### src/rtl/uart_pkg.sv
// Shared UART definitions: receiver FSM states and default frame/oversampling constants.
package uart_pkg;

  typedef enum logic [1:0] {
    StIdle  = 2'd0,
    StStart = 2'd1,
    StData  = 2'd2,
    StStop  = 2'd3
  } rx_state_e;

  localparam int unsigned DefDbit        = 8;
  localparam int unsigned DefSbTick      = 16;
  localparam int unsigned OversampleRate = 16;

endpackage

### src/rtl/sync_2ff.sv
// Generic two-flop synchroniser for a single asynchronous input bit.
module sync_2ff #(
  parameter logic ResetVal = 1'b1
) (
  input  logic clk_i,
  input  logic rst_i,
  input  logic d_i,
  output logic q_o
);

  logic meta_q, meta_d;
  logic sync_q, sync_d;

  always_comb begin
    meta_d = d_i;
    sync_d = meta_q;
  end

  always_ff @(posedge clk_i) begin
    if (rst_i) begin
      meta_q <= ResetVal;
      sync_q <= ResetVal;
    end else begin
      meta_q <= meta_d;
      sync_q <= sync_d;
    end
  end

  assign q_o = sync_q;

endmodule

### src/rtl/uart_rx.sv
// UART receiver: 16x-oversampled start validation, mid-bit data sampling, stop-bit check.
module uart_rx
  import uart_pkg::*;
#(
  parameter int unsigned DBIT    = DefDbit,
  parameter int unsigned SB_TICK = DefSbTick
) (
  input  logic            clock,
  input  logic            reset,
  input  logic            rx,
  input  logic            tick,
  output logic [DBIT-1:0] dout,
  output logic            rx_done_tick,
  output logic            frame_err
);

  localparam logic [4:0] SHalf = 5'(OversampleRate / 2 - 1);
  localparam logic [4:0] SBit  = 5'(OversampleRate - 1);
  localparam logic [4:0] SStop = 5'(SB_TICK - 1);
  localparam logic [2:0] NLast = 3'(DBIT - 1);

  logic            rx_s;
  rx_state_e       state_q, state_d;
  logic [4:0]      s_q, s_d;
  logic [2:0]      n_q, n_d;
  logic [DBIT-1:0] b_q, b_d;
  logic [DBIT-1:0] dout_q, dout_d;
  logic            done_q, done_d;
  logic            ferr_q, ferr_d;

  sync_2ff #(
    .ResetVal(1'b1)
  ) u_sync (
    .clk_i(clock),
    .rst_i(reset),
    .d_i  (rx),
    .q_o  (rx_s)
  );

  always_comb begin
    state_d = state_q;
    s_d     = s_q;
    n_d     = n_q;
    b_d     = b_q;
    dout_d  = dout_q;
    done_d  = 1'b0;
    ferr_d  = ferr_q;
    case (state_q)
      StIdle: begin
        if (!rx_s) begin
          state_d = StStart;
          s_d     = '0;
        end
      end
      StStart: begin
        if (tick) begin
          if (s_q == SHalf) begin
            // Line still low at mid start bit: genuine start, else a glitch.
            state_d = rx_s ? StIdle : StData;
            s_d     = '0;
            n_d     = '0;
          end else begin
            s_d = s_q + 5'd1;
          end
        end
      end
      StData: begin
        if (tick) begin
          if (s_q == SBit) begin
            s_d = '0;
            b_d = {rx_s, b_q[DBIT-1:1]};
            if (n_q == NLast) begin
              state_d = StStop;
            end else begin
              n_d = n_q + 3'd1;
            end
          end else begin
            s_d = s_q + 5'd1;
          end
        end
      end
      StStop: begin
        if (tick) begin
          if (s_q == SStop) begin
            state_d = StIdle;
            dout_d  = b_q;
            ferr_d  = ~rx_s;
            done_d  = 1'b1;
          end else begin
            s_d = s_q + 5'd1;
          end
        end
      end
      default: state_d = StIdle;
    endcase
  end

  always_ff @(posedge clock) begin
    if (reset) begin
      state_q <= StIdle;
      s_q     <= '0;
      n_q     <= '0;
      b_q     <= '0;
      dout_q  <= '0;
      done_q  <= 1'b0;
      ferr_q  <= 1'b0;
    end else begin
      state_q <= state_d;
      s_q     <= s_d;
      n_q     <= n_d;
      b_q     <= b_d;
      dout_q  <= dout_d;
      done_q  <= done_d;
      ferr_q  <= ferr_d;
    end
  end

  assign dout         = dout_q;
  assign rx_done_tick = done_q;
  assign frame_err    = ferr_q;

endmodule

### config.mk
export PLATFORM = sky130hd
export DESIGN_NAME = uart_rx
export DESIGN_NICKNAME = d
export VERILOG_FILES = /design/src/rtl/uart_pkg.sv /design/src/rtl/sync_2ff.sv /design/src/rtl/uart_rx.sv
export SDC_FILE = /design/constraint.sdc
export NUM_CORES = 1
export LEC_CHECK = 0
export CAP_MARGIN = 15
export CORE_UTILIZATION = 49
export DETAILED_ROUTE_END_ITERATION = 6
export PLACE_DENSITY_LB_ADDON = 0.1
export SLEW_MARGIN = 30
export SYNTH_ARGS = -nofsm -noshare
export SYNTH_HDL_FRONTEND = slang
export SYNTH_SLANG_ARGS = --single-unit
### constraint.sdc
create_clock -name clock -period 2.1 [get_ports clock]
set_input_delay 0.42 -clock clock [delete_from_list [all_inputs] [get_ports clock]]
set_output_delay 0.42 -clock clock [all_outputs]
set_load 0.02 [all_outputs]
After elaboration in Yosys (flattened, before gate mapping). Cells that the tools add are included. Widths: inputs -> output; s select.

Flip-flop bits (word level): 30. Output and inout bits: 10.

$add $sub $neg: 2. Equal/unequal tests: 16. Multiplexer cells: 25. Bitwise logic cells: 3. Reduce and logical (&&, ||, !) cells: 8.

Operators by type and width (count): $mux 5 (7); $ne 2x2->1 const B (10); $pmux 5 s4 (1); $mux 2 (9); $mux 3 (5); $pmux 2 s4 (1); $reduce_and 8->1 (1); $pmux 3 s2 (1); $reduce_and 3->1 (2); $reduce_and 6->1 (1); $add 5x1->5 const B (1); $eq 5x3->1 const B (1); $eq 5x4->1 const B (1); $reduce_and 5->1 (1); $eq 2x2->1 const B (2); $add 3x1->3 const B (1); $eq 3x3->1 const B (1); $not 1->1 (3); $reduce_or 3->1 (1); $eq 2x1->1 const B (1); $logic_not 2->1 (1); $reduce_bool 2->1 (1); $mux 1 (1).

Longest topological paths before layout. Gate-level depths: netlist of the first run.

Depth after elaboration: 5. Depth in mapped cells: 7. Depth with buffers taken out: 7.

Modules after synthesis. From an unflattened synthesis of the first run, not the netlist that was laid out.

Cell total of the unflattened synthesis: 157. Area total of the unflattened synthesis: 1373.8 um^2.

Modules (own cells, without submodules): uart_rx (instances 1, cells an instance 153, area each 1321.3 um^2, sequential area each 560.5 um^2); sync_2ff (instances 1, cells an instance 4, area each 52.6 um^2, sequential area each 40.0 um^2).

Least setup slack after synthesis of the first run. Ideal clock, no wire load.

Kind: flip-flop to flip-flop. From: register s_q[0]. To: register s_q[3]. Setup time: 96 ps. Data arrival time: 1896 ps. Path slack: 108 ps. Stages on the path, launching flop included: 8. Cell sequence: dfxtp_1 > ha_1 > and3_1 > ha_1 > a21bo_4 > a221oi_4 > o211ai_4 > o41ai_2.

Longest elaborated chain between the ends: 4. Elaborated cells on any way between the ends: 12.

Ends and longest elaborated chain: start, declared (line uart_rx.sv:24) `logic [4:0] s_q, s_d;`; start signal, assigned (line uart_rx.sv:101) `s_q <= '0;`; start signal, assigned (line uart_rx.sv:109) `s_q <= s_d;`; $add 5x1->5 (tied with other cells) (line uart_rx.sv:63, uart_rx.sv:78, uart_rx.sv:90); $mux 5, on equally long branches (line uart_rx.sv:84, uart_rx.sv:57, uart_rx.sv:69); $mux 5, on equally long branches (line uart_rx.sv:83, uart_rx.sv:56, uart_rx.sv:68); $pmux 5 s4 (line uart_rx.sv:48) `case (state_q)`.

Parallel ways exist; a longest one is shown, timed or not. The select of a mux whose other input is x is not followed. A chain may end at the register's enable or synchronous reset.

Worst setup path in the final report of the first run.
From: register s_q[1]. To: register s_q[0].

Longest elaborated chain between the ends: 4. Elaborated cells on any way between the ends: 9.

Ends and longest elaborated chain (line): $eq 5x4->1 / $eq 5x3->1 (equally long branches) (uart_rx.sv:69, uart_rx.sv:84, uart_rx.sv:57); $mux 5, on equally long branches (uart_rx.sv:69, uart_rx.sv:57); $mux 5, on equally long branches (uart_rx.sv:68, uart_rx.sv:56); $pmux 5 s4 (uart_rx.sv:48).

Parallel ways exist; a longest one is shown, timed or not. The select of a mux whose other input is x is not followed.

==> impl_metrics.tcl, run 1 <==
set metrics [dict create \
    status "complete, no violations" \
    cell_internal_pwr_uw 872.3 \
    worstMarginPinSlew_ps 582.1 \
    ir_worst_vdd_mv 0.5869 \
    syn_inst 156 \
    synth_edf_count 0 \
    drt_iter0_drc 55 \
    vias_per_cell 5.735 \
    pwr-share-clk 0.435 \
    start_util 0.5372 \
    p_leak_nw 0.5484 \
    cts.sinks 30 \
    grt-ovfl-total 0 \
    routedWlPerCell_um 13.12 \
    max_clock_freq_mhz 506.0 \
    grt_max_degree 20 \
    cts_tree "built" \
    grt_util_met2 0.2806 \
    root_buffer "clkbuf_4" \
    clockBufferDepth 2 \
    seq_power_share 0.522 \
    dieArea_mm2 0.003056 \
    postRouteAntennaNets 0 \
    synthesis.nets 166 \
    comb_power_share 0.043 \
    syn_avg_cell_area_um2 8.919 \
    core_area_mm2 0.002590 \
    antenna_found_initial 0 \
    synth.cell_area_mm2 0.001391 \
    fp.dieW_um 55.29 \
    crit_top_cell "ha_2" \
    cp_cell_sequence "ha_2 > and3_4 > ha_2 > a21bo_4 > a221oi_4 > buf_4 > nand3b_1 > o31ai_2" \
    fin_util 0.6309 \
    cp-start-kind "flop" \
    use_met3 0.07026 \
    gr-usage-all-layers 0.1966 \
    ys.warnings.count 0 \
    synth-seq-area-share 0.4317 \
    startpoint "s_q[1]" \
    finalCritPeriodShare 0.9410 \
    dpl_cell_area_mm2 0.001528 \
    rr_endpoint "s_q[0]" \
    synth-seq-cells 30 \
    switching_share 0.2126 \
    drive_gt1_frac 0.1724 \
    ios 14 \
    power_density_mw_per_mm2 677.9 \
    cp-endpoint "s_q[0]" \
    maxCapViolCount 0 \
    clk_pin_slew_ps 90 \
    place_ws_ps -24.95 \
    reg2reg_depth 8 \
    slowest_delay_ps 370 \
    diodes 0 \
    num_vias 1170 \
    cts_buffers 5 \
    setup_viol 0 \
    ys_types 35 \
    path_delay_family "compound AO/OA/AOI/OAI gates" \
    fp.dieH_um 55.29 \
    cp-end-kind "flop" \
    crit_cells 8 \
    ys.flop_type "dfxtp_1" \
    place_congestion 0.7647 \
    crit_type "reg2reg" \
    drt-total-wl_mm 2.676 \
    worstPathArrival_ps 2210 \
    instances_no_fill 204 \
    rsz0062_at_grt "false" \
    area_growth_pct 17.45 \
    rr_startpoint "s_q[1]" \
    worst_ep_required_time_ps 2330 \
    crit_slowest_cell "a221oi_4" \
    rows 18 \
    hold_viol_final 0 \
    power_switching_uw 235.5 \
    setup_ws_ps 123.9 \
    post-route-cell-area_mm2 0.001634 \
    finalMaxSlewViolations 0 \
    grt_pass1_wl_mm 4.740 \
    grt_util_met1 0.2711 \
    portBuffers 13 \
    hpwl_mm 1.804 \
    grt_pass1_vias 1032 \
    skew_ps 5.572 \
    placed_cells 195 \
    maxSlewHeadroom 0.6114 \
    r2r_setup_slack_ps 120 \
    clk_latency_ps 330 \
    hp-class "reg2reg" \
    async_reset_ff_frac 0 \
    drt_pass1_iterations 4 \
    crit_fanout 4 \
    gr-max-usage-layer "met2" \
    drcViolationCount 0 \
    nNetsFinal 184 \
    critPathBufInv 1 \
    h-tree-depth 2 \
    hold_buffers 0 \
    fin_crit_ps 1976 \
]
repair_timing:
action	CTS	global route
pin swaps	1	1
cloned	0	0
setup buffers	2	0
setup endpoints to repair	2	6
gates resized for setup	0	3
synth_stat cells (all sizes together) (2+ instances only):
| master | count | area, µm² |
|---|---|---|
| dfxtp | 30 | 600.6 |
| nand3 | 3 | 15.01 |
| nand2 | 38 | 142.6 |
| or2 | 2 | 12.51 |
| and2b | 2 | 17.52 |
| o2111ai | 2 | 17.52 |
| and3 | 2 | 13.77 |
| o221ai | 3 | 26.28 |
| buf | 2 | 22.52 |
| nand4 | 2 | 12.51 |
| nand4b | 3 | 26.28 |
| o32ai | 2 | 17.52 |
| inv | 6 | 22.52 |
| a21oi | 22 | 110.1 |
| clkbuf | 7 | 46.30 |
| nor2 | 4 | 15.01 |
| nor2b | 2 | 12.51 |
| nor3 | 3 | 15.01 |
| or3 | 2 | 12.51 |
| ha | 6 | 75.07 |
sequential cells by signal (all words and copies together) (netlist names), named ones only:
signal and flops:
b_q 8, dout 8, frame_err 1, n_q 3
rx_done_tick 1, s_q 5, state_q 1, u_sync.meta_q 1
u_sync.q_o 1
worst min-delay path by stage:
| stage | slack (ps) | depth (start not counted) | endpoint | startpoint |
|---|---|---|---|---|
| 2_1_floorplan | 390 | 1 | u_sync.q_o | u_sync.meta_q |
| 3_3_place_gp | 390 | 1 | u_sync.q_o | u_sync.meta_q |
| 3_5_place_dp | 400 | 1 | u_sync.q_o | u_sync.meta_q |
| 4_1_cts | 420 | 1 | u_sync.q_o | u_sync.meta_q |
| 5_1_grt | 440 | 1 | u_sync.q_o | u_sync.meta_q |
| 6_report | 420 | 1 | u_sync.q_o | u_sync.meta_q |
placed cells by master (no fill, tap or decap), types with 2 or more instances in the layout:
cell and n:
nand3_1 3, or3_1 2, o32ai_1 2, or2_2 2, ha_2 2, inv_1 6
nor3_1 3, dfxtp_1 30, o2111ai_1 2, nand4b_1 3, nand2_1 38, nor2_1 4
nor2b_1 2, and2b_2 2, a21oi_1 22, clkdlybuf4s50_1 13, nand4_1 2, o221ai_1 3
ha_1 4, buf_4 7, clkbuf_4 5
logic make-up (layout without fill, tap and decap cells):
family          count (synthesis)  in the layout  share of synthesized area
compound gates                 40             40                     0.2239
fa+ha+maj                       6              6                    0.05396
flops                          30             30                     0.4317
simple gates                   65             65                     0.2248
buf+inv                        15             33                    0.06565
metrics by stage:
stage,power [mW],setup TNS (ps),hold WS (ps)
6_report,1.108,0,417.1
5_1_grt,1.139,0,439.0
4_1_cts,1.122,0,420.6
3_5_place_dp,0.6346,-24.95,396.7
3_3_place_gp,0.6333,0,395.0
2_1_floorplan,0.6236,0,389.5
final cells by class:
cell class | instances | area (µm²)
tap | 30 | 37.54
clock inverter | 1 | 30.03
clock buffer | 6 | 51.30
inverter | 6 | 22.52
fill | 228 | 955.9
multi-input combinational | 111 | 709.4
sequential | 30 | 600.6
timing repair buffer | 20 | 182.7
power groups by stage:
stage / Combinational (mW) / Sequential, mW / Clock, mW
floorplan: 0.0353 / 0.588 / 0
global placement: 0.0418 / 0.591 / 0
detailed placement: 0.0431 / 0.592 / 0
CTS: 0.0476 / 0.578 / 0.497
global route: 0.0514 / 0.579 / 0.509
finish: 0.0479 / 0.578 / 0.482
layer usage:
layer | up-vias | wire length, µm | share of wire
met1 | 555 | 1330 | 0.50
li1 | 588 | - | -
met4 | 0 | 51 | 0.019
met3 | 7 | 118 | 0.044
met2 | 20 | 1175 | 0.44
met5 | - | 0 | 0
(Power assumes the default switching activity.)
==> run 2, diff against run 1 <==
Settings changed: CORE_UTILIZATION 49 to 52, CTS_BUF_LIST from default to sky130_fd_sc_hd__clkbuf_8.
==> run 2 against run 1 <==
  * Register-to-register slack about the same
  * Non-clock buffer count is the same
  * Cell area hardly changed
  * Hold slack worse by 9.2 ps
  * Clock power decreased by 11%
  * Sequential cell count unchanged
  * Worst setup slack improved by 7.6 ps
  * Fmax is 0.38% higher
  * Count of clock-buffer cells in the layout fell by 1
  * Largest cell class unchanged
==> impl_metrics.tcl, run 2 (synthesis gave the netlist of run 1 again) <==
set metrics [dict create \
    status "complete, no violations" \
    gr-usage-all-layers 0.2188 \
    fp.dieW_um 53.73 \
    cts_buffers 5 \
    crit_type "reg2reg" \
    fin_util 0.6532 \
    p_total_mw 1.055 \
    cts.sinks 30 \
    drive_gt1_frac 0.1667 \
    ios 14 \
    clockBufferDepth 2 \
    clk_latency_ps 280 \
    fin_crit_ps 1969 \
    clk_pin_slew_ps 60 \
    grt_pass1_wl_mm 4.333 \
    num_vias 1149 \
    start_util 0.5566 \
    finalCritPeriodShare 0.9374 \
    place_congestion 0.7320 \
    rows 18 \
    rsz0062_at_grt "false" \
    max_clock_freq_mhz 508.0 \
    postRouteAntennaNets 0 \
    p_leak_nw 0.5519 \
    drt-total-wl_mm 2.754 \
    crit_slowest_cell "dfxtp_1" \
    tns_ps 0 \
    worst_ep_required_time_ps 2290 \
    setup_viol 0 \
    dieArea_mm2 0.002886 \
    core_area_mm2 0.002500 \
    maxCapViolCount 0 \
    crit_fanout 7 \
    routedWlPerCell_um 13.50 \
    hold_viol_final 0 \
    drcViolationCount 0 \
    power_density_mw_per_mm2 646.3 \
    hp-class "reg2reg" \
    grt-ovfl-total 0 \
    final_cell_mix "nand2_1, dfxtp_1, a21oi_1, clkdlybuf4s50_1" \
    finalMaxSlewViolations 0 \
    grt_pass1_vias 976 \
    hpwl_mm 1.920 \
    cp-end-kind "flop" \
    antenna_found_initial 0 \
    fp.dieH_um 53.73 \
    final_common_cell "nand2_1" \
    h-tree-depth 2 \
    drt_iter0_drc 23 \
    nNetsFinal 184 \
    cp-start-kind "flop" \
    final.fill_count 210 \
    cp_cell_sequence "ha_1 > and3_4 > ha_2 > a21bo_4 > a221oi_4 > buf_6 > o211ai_4 > o41ai_2" \
    area_growth_pct 17.36 \
    worstPathArrival_ps 2160 \
    cts_tree "built" \
    drt_pass1_iterations 4 \
    portBuffers 13 \
    slowest_delay_ps 320 \
    worstMarginPinSlew_ps 471.0 \
    ir_worst_vdd_mv 0.6046 \
    whs_ps 407.9 \
    skew_ps 3.727 \
    root_buffer "clkbuf_8" \
    grt_max_degree 20 \
    diodes 0 \
    vias_per_cell 5.632 \
    maxSlewHeadroom 0.6856 \
]
-- run 2: cell types whose count changed in the layout (fill, tap and decap cells not counted), sizes merged --
cell / change
bufinv: -1
clkbuf: -1
clkinv: +2
-- run 2: final timing paths --
path	slack [ps]	from	endpoint	depth (start not counted)
worst max-delay path	130	s_q[1]	s_q[3]	8
worst min-delay path	410	u_sync.meta_q	u_sync.q_o	1
worst min register to register	410	u_sync.meta_q	u_sync.q_o	1
worst max register to register	130	s_q[1]	s_q[3]	8
-- run 2: final cells by class --
class,instances,area [µm²],area share
well taps,30,37.54,0.02299
repair buffers,20,186.4,0.1142
clock inverters,2,10.01,0.006130
clock buffers,5,68.82,0.04215
flip-flops and latches,30,600.6,0.3678
multi-input cells,111,706.9,0.4329
inverters,6,22.52,0.01379
-- run 2: report_power, final --
group	internal (mW)	switching, mW	leakage, nW
registers	0.572	0.00487	0.242
logic	0.0241	0.0268	0.266
clock network	0.221	0.206	0.0438
total	0.818	0.237	0.552
-- run 2: what timing repair did --
action,in CTS,in global routing
endpoints found under the setup margin,2,2
hold buffers,0,0
hold endpoints to repair,0,0
setup buffers,1,0
gates resized for setup,0,3
pin swaps,1,0
-- run 2: per-layer routing --
layer,routed length (µm),share of wire,track usage
met1,1338,0.49,0.2724
met2,1265,0.46,0.3313
met3,112,0.041,0.08757
met4,38,0.014,0.09211
met5,0,0,0
-- run 2: metrics by stage --
step	setup WS (ps)	std cells	area [µm²]
final	131.4	204	1633
after global routing	33.75	204	1633
after CTS	39.62	204	1622
after detailed placement	-33.98	196	1535
after global placement	63.05	196	1535
after floorplan	107.9	156	1391
-- run 2: critical path, delay by kind of cell, from the launching register on --
kind | cells | cell delay [ps]
DFF | 1 | 320
and+or+nand+nor | 1 | 200
AOI/OAI and AO/OA | 4 | 780
buffers and inverters | 1 | 170
adders and majority gates | 2 | 400
==> run 3, diff against run 2 <==
Settings changed: CELL_PAD_IN_SITES_DETAIL_PLACEMENT from default to 1, CELL_PAD_IN_SITES_GLOBAL_PLACEMENT from default to 2, CORE_UTILIZATION 52 to 32, PLACE_DENSITY from default to 0.81, PLACE_DENSITY_LB_ADDON 0.1 to default.
==> run 3 against run 2 <==
  * Die area up 60%
  * Cell area up 5.0%
  * Sequential power about the same
  * Critical endpoint unchanged
  * Clock skew up 7.9 ps
  * Largest power group unchanged
==> impl_metrics.tcl, run 3 (synthesis gave the netlist of run 1 again) <==
set metrics [dict create \
    final_common_cell "nand2_1" \
    tns_ps 0 \
    drive_gt1_frac 0.1955 \
    cp-start-kind "flop" \
    place_ws_ps -26.62 \
    maxSlewHeadroom 0.6688 \
    power_density_mw_per_mm2 649.6 \
    skew_ps 11.61 \
    p_total_mw 1.113 \
    worstMarginPinSlew_ps 496.1 \
    slowest_delay_ps 330 \
    max_clock_freq_mhz 495.2 \
    drcViolationCount 0 \
    cp-end-kind "flop" \
    hp-start "u_sync.meta_q" \
    ir_worst_vdd_mv 0.3715 \
    hold_viol_final 0 \
    reg2reg_depth 8 \
    routedWlPerCell_um 14.71 \
    grt_pass1_wl_mm 5.526 \
    grt_pass1_vias 1177 \
    clk_latency_ps 280 \
    drt_pass1_iterations 4 \
    ios 14 \
    rr_startpoint "s_q[1]" \
    fp.dieW_um 67.94 \
    cts_buffers 5 \
    finalMaxSlewViolations 0 \
    multi_input_area_um2 719.4 \
    fin_crit_ps 2020 \
    area_growth_pct 23.20 \
    hpwl_mm 2.346 \
    p_leak_nw 0.5808 \
    holdPathStages 1 \
    antenna_found_initial 0 \
    vias_per_cell 5.175 \
    grt-ovfl-total 0 \
    crit_type "reg2reg" \
    worst_ep_required_time_ps 2280 \
    cp_cell_sequence "ha_2 > and3_4 > ha_4 > a21bo_4 > a221oi_4 > buf_6 > o211ai_4 > o41ai_2" \
    worstPathArrival_ps 2200 \
    hp-class "reg2reg" \
    num_vias 1185 \
    path_delay_family "compound AO/OA/AOI/OAI gates" \
    start_util 0.3405 \
    gr-usage-all-layers 0.1634 \
    h-tree-depth 2 \
    place_congestion 0.7454 \
    dieArea_mm2 0.004616 \
    maxCapViolCount 0 \
    final_cell_mix "nand2_1, dfxtp_1, a21oi_1, clkdlybuf4s50_1, buf_4" \
    drt-total-wl_mm 3.368 \
    cts.sinks 30 \
    fp.dieH_um 67.94 \
    final.fill_count 487 \
    portBuffers 13 \
    root_buffer "clkbuf_8" \
    rows 23 \
    grt_max_degree 17 \
    clk_pin_slew_ps 70 \
    r2r_setup_slack_ps 80 \
    nNetsFinal 188 \
    setup_ws_ps 80.44 \
    rr_endpoint "s_q[3]" \
    cts_tree "built" \
    diodes 0 \
    finalCritPeriodShare 0.9617 \
    crit_slowest_cell "dfxtp_2" \
    hold_path_end "u_sync.q_o" \
    crit_fanout 3 \
    critPathBufInv 1 \
    status "complete, no violations" \
    drt_iter0_drc 48 \
    core_area_mm2 0.004086 \
    seq_area_um2 601.8 \
    clockBufferDepth 2 \
    postRouteAntennaNets 0 \
    setup_viol 0 \
]
## run 3: per-stage QoR
step / instance area (µm²) / instances / util / hold WS, ps
after floorplan: 1391 / 156 / - / 389.5
after global placement: 1575 / 218 / 0.3855 / 391.6
after detailed placement: 1575 / 218 / 0.3855 / 400.2
after CTS: 1682 / 228 / 0.4115 / 414.8
after global routing: 1714 / 229 / 0.4195 / 434.8
final: 1714 / 229 / 0.4195 / 411.1
## run 3: worst max-delay path by stage
stage / startpoint / end / slack, ps / cells past startpoint
floorplan: s_q[0] / s_q[3] / 110 / 7
global placement: tick / s_q[3] / 70 / 5
detailed placement: s_q[1] / s_q[3] / -30 / 7
CTS: s_q[1] / s_q[3] / 60 / 8
global route: s_q[1] / s_q[3] / -7 / 8
finish: s_q[1] / s_q[3] / 80 / 8
## run 3: repair_timing
item                                    in CTS  in global routing
resized for setup                            0                  7
endpoints found under the setup margin       3                  5
hold buffers                                 0                  0
buffers inserted                             2                  1
pin swaps                                    1                  2
## run 3: cell type report
class / count / share of cell area
multi-input combinational: 111 / 0.4197
clock inverter: 2 / 0.005110
sequential: 30 / 0.3511
timing repair buffer: 24 / 0.1263
clock buffer: 6 / 0.04818
inverter: 6 / 0.01314
tap: 50 / 0.03650
## run 3: power by group
| part | leakage, nW | internal (mW) | switching, mW |
|---|---|---|---|
| Clock | 0.0524 | 0.259 | 0.219 |
| Sequential | 0.243 | 0.572 | 0.00431 |
| Combinational | 0.286 | 0.0290 | 0.0294 |
| Total | 0.581 | 0.860 | 0.253 |
## run 3: per-layer routing
layer,vias to the layer above,share of wire,GRT usage,wire (µm)
met2,19,0.48,0.2647,1627
met4,0,0.028,0.09375,95
met3,11,0.033,0.04667,112
met5,-,0,0,0
met1,566,0.45,0.1909,1531
li1,589,-,-,-
